**src/rtl/mul_final_stage.sv**
```systemverilog
// mul_final_stage: last two pipeline registers of the 32x32 Booth/Wallace
// multiplier. It resolves the Wallace sum/carry pair into a 64-bit product,
// selects the low or high word, and hands it to EXE/MEM over a valid/ready
// handshake with backpressure and flush.
//
// Optional build macro: MUL_SPLIT_ADD_EN
//   defined   - the low 32 bits of the add (and their carry-out) are done in
//               s1, and s2 finishes the upper 32 bits. This shortens the s2 add.
//   undefined - s1 holds raw S and shifted C, and s2 does the whole 64-bit add.
// Latency, handshake and results are identical in both builds.
module mul_final_stage #(
    parameter int TAG_W = 5
) (
    input  logic             clk,
    input  logic             resetn,
    input  logic             flush,
    input  logic             in_valid,
    output logic             in_ready,
    input  logic [63:0]      in_s,
    input  logic [63:0]      in_c,
    input  logic [1:0]       in_op,
    input  logic [TAG_W-1:0] in_tag,
    output logic             out_valid,
    input  logic             out_ready,
    output logic [31:0]      out_result,
    output logic [TAG_W-1:0] out_tag
);

    localparam int STAGES = 2;

    // Operation encodings. MULH_W and MULH_WU differ only upstream, where
    // signedness was already folded into the partial products.
    localparam logic [1:0] OP_MUL_W   = 2'b00;
    localparam logic [1:0] OP_MULH_W  = 2'b01;
    localparam logic [1:0] OP_MULH_WU = 2'b10;

`ifdef MUL_SPLIT_ADD_EN
    // s1 payload: finished low word plus its carry, and the raw upper halves.
    typedef struct packed {
        logic [31:0]      lo;
        logic             cy;
        logic [31:0]      s_hi;
        logic [31:0]      c_hi;
        logic [1:0]       op;
        logic [TAG_W-1:0] tag;
    } s1_t;
`else
    // s1 payload: raw sum vector and the carry vector already aligned by one.
    typedef struct packed {
        logic [63:0]      s;
        logic [63:0]      c;
        logic [1:0]       op;
        logic [TAG_W-1:0] tag;
    } s1_t;
`endif

    // s2 payload: completed product with its op and tag.
    typedef struct packed {
        logic [63:0]      prod;
        logic [1:0]       op;
        logic [TAG_W-1:0] tag;
    } s2_t;

    // vld_pipe[1] = s1 occupied, vld_pipe[2] = s2 occupied.
    logic [STAGES:1] vld_pipe;
    s1_t             s1_d, s1_q;
    s2_t             s2_d, s2_q;
    logic            s2_free;
    logic            s1_adv;
    logic            in_fire;
    logic            hi_sel;

    // C bit 63 has weight 2^64, which falls off the 64-bit product.
    logic            unused_c_msb;
    assign unused_c_msb = in_c[63];

    // Handshake. in_ready looks only at state, out_ready and flush, never at
    // in_valid, so the producer sees no combinational loop through us.
    assign s2_free  = !vld_pipe[2] || out_ready;
    assign s1_adv   = vld_pipe[1] && s2_free;
    assign in_ready = !flush && (!vld_pipe[1] || s2_free);
    assign in_fire  = in_valid && in_ready;

    // Build the s1 payload from the compressor outputs.
    always_comb begin
        s1_d = '0;
`ifdef MUL_SPLIT_ADD_EN
        {s1_d.cy, s1_d.lo} = {1'b0, in_s[31:0]} + {1'b0, in_c[30:0], 1'b0};
        s1_d.s_hi          = in_s[63:32];
        s1_d.c_hi          = in_c[62:31];
`else
        s1_d.s             = in_s;
        s1_d.c             = {in_c[62:0], 1'b0};
`endif
        s1_d.op            = in_op;
        s1_d.tag           = in_tag;
    end

    // Finish the product from the s1 payload. There is no carry-in: all Booth
    // correction carries were absorbed by the compressor tree.
    always_comb begin
        s2_d = '0;
`ifdef MUL_SPLIT_ADD_EN
        s2_d.prod = {s1_q.s_hi + s1_q.c_hi + {31'b0, s1_q.cy}, s1_q.lo};
`else
        s2_d.prod = s1_q.s + s1_q.c;
`endif
        s2_d.op   = s1_q.op;
        s2_d.tag  = s1_q.tag;
    end

    // Occupancy bits. A flush empties both stages but leaves the data alone.
    always_ff @(posedge clk or negedge resetn) begin
        if (!resetn) begin
            vld_pipe <= '0;
        end else if (flush) begin
            vld_pipe <= '0;
        end else begin
            vld_pipe[1] <= in_fire || (vld_pipe[1] && !s2_free);
            vld_pipe[2] <= s1_adv  || (vld_pipe[2] && !out_ready);
        end
    end

    // s1 data register, loaded on every accepted input.
    always_ff @(posedge clk or negedge resetn) begin
        if (!resetn) begin
            s1_q <= '0;
        end else if (in_fire) begin
            s1_q <= s1_d;
        end
    end

    // s2 data register, loaded whenever s1 hands its entry over.
    always_ff @(posedge clk or negedge resetn) begin
        if (!resetn) begin
            s2_q <= '0;
        end else if (s1_adv) begin
            s2_q <= s2_d;
        end
    end

    // Word select straight off the s2 register, so outputs hold during a stall.
    always_comb begin
        hi_sel     = (s2_q.op == OP_MULH_W) || (s2_q.op == OP_MULH_WU);
        out_result = hi_sel ? s2_q.prod[63:32] : s2_q.prod[31:0];
    end

    assign out_valid = vld_pipe[2];
    assign out_tag   = s2_q.tag;

    // MUL_W and the reserved encoding both take the low word.
    logic unused_op_mul_w;
    assign unused_op_mul_w = ^OP_MUL_W;

endmodule

```
**config.mk**
```make
export PLATFORM = sky130hd
export DESIGN_NAME = mul_final_stage
export DESIGN_NICKNAME = d
export VERILOG_FILES = /design/src/rtl/mul_final_stage.sv
export SDC_FILE = /design/constraint.sdc
export NUM_CORES = 1
export LEC_CHECK = 0
export ABC_AREA = 1
export CORE_ASPECT_RATIO = 0.7
export CORE_MARGIN = 2
export CORE_UTILIZATION = 40
export CTS_CLUSTER_DIAMETER = 120
export CTS_CLUSTER_SIZE = 40
export DETAILED_ROUTE_END_ITERATION = 10
export PLACE_DENSITY = 0.69
export SYNTH_ARGS = -nofsm -noshare
export SYNTH_HDL_FRONTEND = slang
export SYNTH_SLANG_ARGS = --single-unit
```
**constraint.sdc**
```tcl
create_clock -name clk -period 2.7 [get_ports clk]
set_input_delay 0.405 -clock clk [delete_from_list [all_inputs] [get_ports clk]]
set_output_delay 0.405 -clock clk [all_outputs]
set_load 0.03 [all_outputs]
```
* After elaboration in Yosys (flattened, before gate mapping)
Index checks and enable logic that the tools add are counted.
Cells by class: $add $sub $neg 1, multipliers 0, divide/modulo/power cells 0, $lt $le $gt $ge 0, equality and inequality tests 2, shift operators 0, mux-type cells 2, bitwise gates (word level) 0, reduce and logical (&&, ||, !) cells 15
Operator list (number):
- $add 64x64->64 | 1
- $mux 32 | 1
- $logic_and 1x1->1 | 5
- $logic_not 1->1 | 5
- $logic_or 1x1->1 | 5
- $eq 2x1->1 const B | 1
- $eq 2x2->1 const B | 1
- $mux 2 | 1
Word-level totals: register bits after elaboration 207, latch bits 0, RAM bits 0, memory bits (read-only) 0, input port bits 140, output and inout port bits 39, logic and storage cells 28, memories 0

* Logic depth before layout (Yosys ltp)
depth in word-level cells 7, mapped depth 16, mapped depth without buffers 16

* Least setup slack after synthesis
Ideal clock, no wire load.
path kind register to register, start reg s1_q[8] (netlist bit), end reg s2_q[48] (netlist bit), library setup time 0.129 ns, arrival 1.838 ns, data required time 2.571 ns, setup slack 0.732 ns, stages on the path, launching flop included 13, buffers on the path 0, period minus slack after synthesis 1.968 ns, path through dfrtp_1 > ha_1 > fa_1 > nand3_1 > nand3_1 > nand2_1 > nand2_1 > nand2_1 > nand3_2 > nand2_1 > nand3b_1 > nand3_1 > o21ai_1
On the way: cells in the longest elaborated chain, start to end 1
RTL lines:
- from (decl) | line 66 | s1_t s1_d, s1_q;
- from (signal assigned) | line 127 | s1_q <= '0;
- from (signal assigned) | line 129 | s1_q <= s1_d;
- $add 64x64->64 | line 106 | s2_d.prod = s1_q.s + s1_q.c;
- to (signal assigned) | line 136 | s2_q <= '0;
- to (signal assigned) | line 138 | s2_q <= s2_d;
- to (decl) | line 67 | s2_t s2_d, s2_q;
No other way between the ends. A chain may end at the register's enable or synchronous reset.

* Worst setup path after layout
start reg s2_q[5] (netlist bit), end out out_result[25]
On the way: cells in the longest elaborated chain, start to end 3, elaborated cells between the ends (all ways) 4, classes of those cells eq/ne (2); mux (1); reduce/logical (1)
RTL lines:
- $eq 2x1->1 or $eq 2x2->1 (tied branches) | line 144 | hi_sel = (s2_q.op == OP_MULH_W) || (s2_q.op == OP_MULH_WU);
- $logic_or 1x1->1 (*) | line 144
- $mux 32 (*) | line 145 | out_result = hi_sel ? s2_q.prod[63:32] : s2_q.prod[31:0];
- to (decl) | line 25 | output logic [31:0] out_result,
Every way passes the cells marked *; elsewhere a longest branch is shown, timed or not.

==> impl_metrics.csv <==
group,metric,value,unit
synthesis,synth_xor_area_frac,0.0185,
placement,port_buffers,177,
status,status,"completed",
clock_network,clock_insertion_delay_worst_skew,0.50,ns
sta,slew_viol_final,0,
setup_path,crit_path_end_kind,"primary output",
setup_path,path_max_fanout,40,
clock_network,cts.sinks,207,
clock_network,cts.htree.levels,1,
worst_hold_path,hold_path.class,"input pin to asynchronous set/reset pin",
flow_run,cap_violations,0,
synthesis,synthArstFlopShare,1.00,
floorplan,die_w,226,µm
route,viasPerCell,4.96,
clock_network,clk_pin_slew,0.14,ns
synthesis,synth.distinct_cells,33,
global_route,antenna_found_initial,0,
synthesis,yosysMostFrequentCell,"nand2_1",
synthesis,synthAdderAreaFrac,0.0579,
clock_network,numCtsBuffers,9,
sta,finalSetupViolCount,0,
global_route,grt_pass1_vias,11400,
setup_path,critical_path.slowest_cell,"dfrtp_1",
floorplan,core,0.0336,mm²
sta,finalHoldViolations,0,
route,num_vias,12100,
synthesis,yosysSeqAreaShare,0.377,
cells_and_area,antenna_cells,0,
setup_path,crit_type,"flip-flop to primary output",
clock_network,cts_buffer_depth,3,
global_route,overflow,0,
sta,rsz0062_at_grt,"false",
cells_and_area,drive_above_1_share,0.117,
placement,place.gp.congestion,0.936,
setup_path,startpoint_type,"flip-flop",
sta,finalCritPeriodShare,0.968,
floorplan,ios,179,
route,detail-route-antenna-nets,0,
sta,fin_crit,2.61,ns
floorplan,fp.dieArea,0.0359,mm²
cells_and_area,syn2layout_area_growth,18.8,%
sta,skew,0.0291,ns
synthesis,synth_top_area_share,0.377,
synthesis,synth_edf_count,0,
synthesis,ys_top_cells_by_area,"dfrtp_1, nand2_1, mux2_2",
clock_network,root_buffer,"clkbuf_16",
route,first_pass_iters,7,
power,pwr_density_cell,769,mW/mm²
synthesis,ys_warn_count,0,
synthesis,synth_compound_area_frac,0.0401,
setup_path,crit_required,2.30,ns
sta,tns,0,ns
setup_path,cp_slowest_stage_delay,0.44,ns
global_route,track_usage,0.226,
global_route,grt_max_degree,69,
synthesis,ys.flop_type,"dfrtp_1",
power,p_leak,8.62,nW
clock_network,cts_setup_buffers,0,
floorplan,start_util,0.409,
synthesis,yosys.area_share.simple,0.279,
synthesis,yosysTopAreaCell,"dfrtp_1",
route,drc,0,
synthesis,synth_top_family_by_area,"simple AND/OR/NAND/NOR gates",
route,drtIter0Drc,1149,
synthesis,avgSynthCellArea,7.44,µm²
floorplan,row_count,56,
setup_path,path_buf_inv,2,
floorplan,die_y,159,µm
cells_and_area,fin_nets,2215,
setup_path,crit_arrival,2.21,ns
sta,worst_pin_slew,0.641,ns
clock_network,tritoncts,"yes",
setup_path,path_cells,"xnor2_2, buf_12, mux2_2, dlygate4sd2_1",
synthesis,syn_inst,1846,
route,avgRoutedWirePerCell,16.6,µm
power,vdd_ir_drop_max,0.713,mV
sta,whs,0.463,ns
setup_path,cpLargestDelayFamily,"buffers and inverters",
synthesis,synthTopCellsByCount,"nand2_1, inv_1, dfrtp_1",
global_route,grt_pass1_wl,63.2,mm
placement,dp_hpwl,33.3,mm
sta,slew_headroom,0.572,
synthesis,synth.cell_area,0.0137,mm²
sta,max_freq,0.383,GHz
synthesis,synthesis.nets,2049,
synthesis,synthMuxAreaShare,0.123,
route,drt_wl_total,40.7,mm
synthesis,ys_ff_latch,207,
path summary, 6_finish.rpt:
| kind | from | endpoint | slack [ns] | cells after the start |
|---|---|---|---|---|
| max in group asynchronous | resetn | s2_q[67] | 1.46 | 3 |
| min in group clk | in_tag[3] | s1_q[3] | 0.48 | 3 |
| min reg2reg | s2_q[58] | s2_q[58] | 0.49 | 2 |
| max reg2reg | s1_q[8] | s2_q[52] | 0.17 | 12 |
| min | resetn | s1_q[3] | 0.46 | 2 |
| max | s2_q[5] | out_result[25] | 0.09 | 4 |
layout make-up:
class,instances,area [µm²]
fillers,3362,17300
flip-flops and latches,207,5180
clock buffers,9,225
inverters,328,1230
well taps,435,544
clock inverters,3,41.3
repair buffers,193,1950
multi-input cells,1273,7160
layout by cell type (no fill, tap or decap), types with 5 or more instances in the layout:
| master | Yosys | routed |
|---|---|---|
| nand2_1 | 662 | 661 |
| inv_1 | 320 | 320 |
| dfrtp_1 | 207 | 207 |
| mux2_2 | 150 | 150 |
| clkdlybuf4s50_1 | 0 | 144 |
| nor2_1 | 104 | 104 |
| nand3_1 | 78 | 78 |
| ha_1 | 62 | 62 |
| a21oi_1 | 48 | 48 |
| o21ai_0 | 41 | 41 |
| dlygate4sd2_1 | 0 | 31 |
| xnor2_1 | 27 | 26 |
| nor2_2 | 16 | 16 |
| nand2_2 | 15 | 15 |
| o21ai_1 | 15 | 15 |
| nand4_1 | 12 | 12 |
| nand3b_1 | 9 | 9 |
| clkbuf_16 | 0 | 9 |
| nor3_2 | 8 | 8 |
| buf_4 | 11 | 8 |
| buf_12 | 0 | 7 |
| nand3_2 | 5 | 5 |
| nor3_1 | 5 | 5 |
| inv_2 | 5 | 5 |
power by group:
| group | switching [mW] | internal, mW |
|---|---|---|
| sequential | 0.410 | 3.82 |
| combinational | 4.24 | 2.40 |
| clock | 1.04 | 0.645 |
| total | 5.69 | 6.86 |
stage by stage:
stage / instance area [µm²] / instances / worst slack, ns / utilization / power (mW)
global route: 16300 / 2448 / 0.00679 / 0.485 / 13.4
CTS: 16300 / 2448 / 0.00113 / 0.485 / 12.6
global placement: 16100 / 2435 / 0.299 / 0.478 / 11.0
floorplan: 13700 / 1846 / 0.732 / - / 8.60
detailed placement: 16100 / 2435 / 0.269 / 0.478 / 11.1
finish: 16300 / 2448 / 0.0860 / 0.485 / 12.6
state kept, by name (all words and copies together) (netlist names):
signal,cells
s1_q,134
vld_pipe,2
out_tag,5
s2_q,66
cells by family after synthesis:
family	after synthesis
AO/OA/AOI/OAI	108
AND/OR/NAND/NOR	923
buffers and inverters	366
flip-flops	207
multiplexers	150
XOR/XNOR	29
adder cells (fa/ha/maj)	63
layer usage:
metal / track usage / share of wire / vias up / routed length [µm]
li1: - / - / 6015 / -
met1: 0.363 / 0.51 / 5674 / 20800
met2: 0.326 / 0.40 / 428 / 16300
met3: 0.0288 / 0.075 / 28 / 3070
met4: 0.0289 / 0.013 / 0 / 523
met5: 0 / 0 / - / 0
timing repair:
item,in CTS,in global routing
gates resized for setup,31,1
endpoints found under the hold margin,63,0
endpoints found under the setup margin,31,1
hold buffers,1,0
Note: power is estimated with default switching activity, not from simulation.
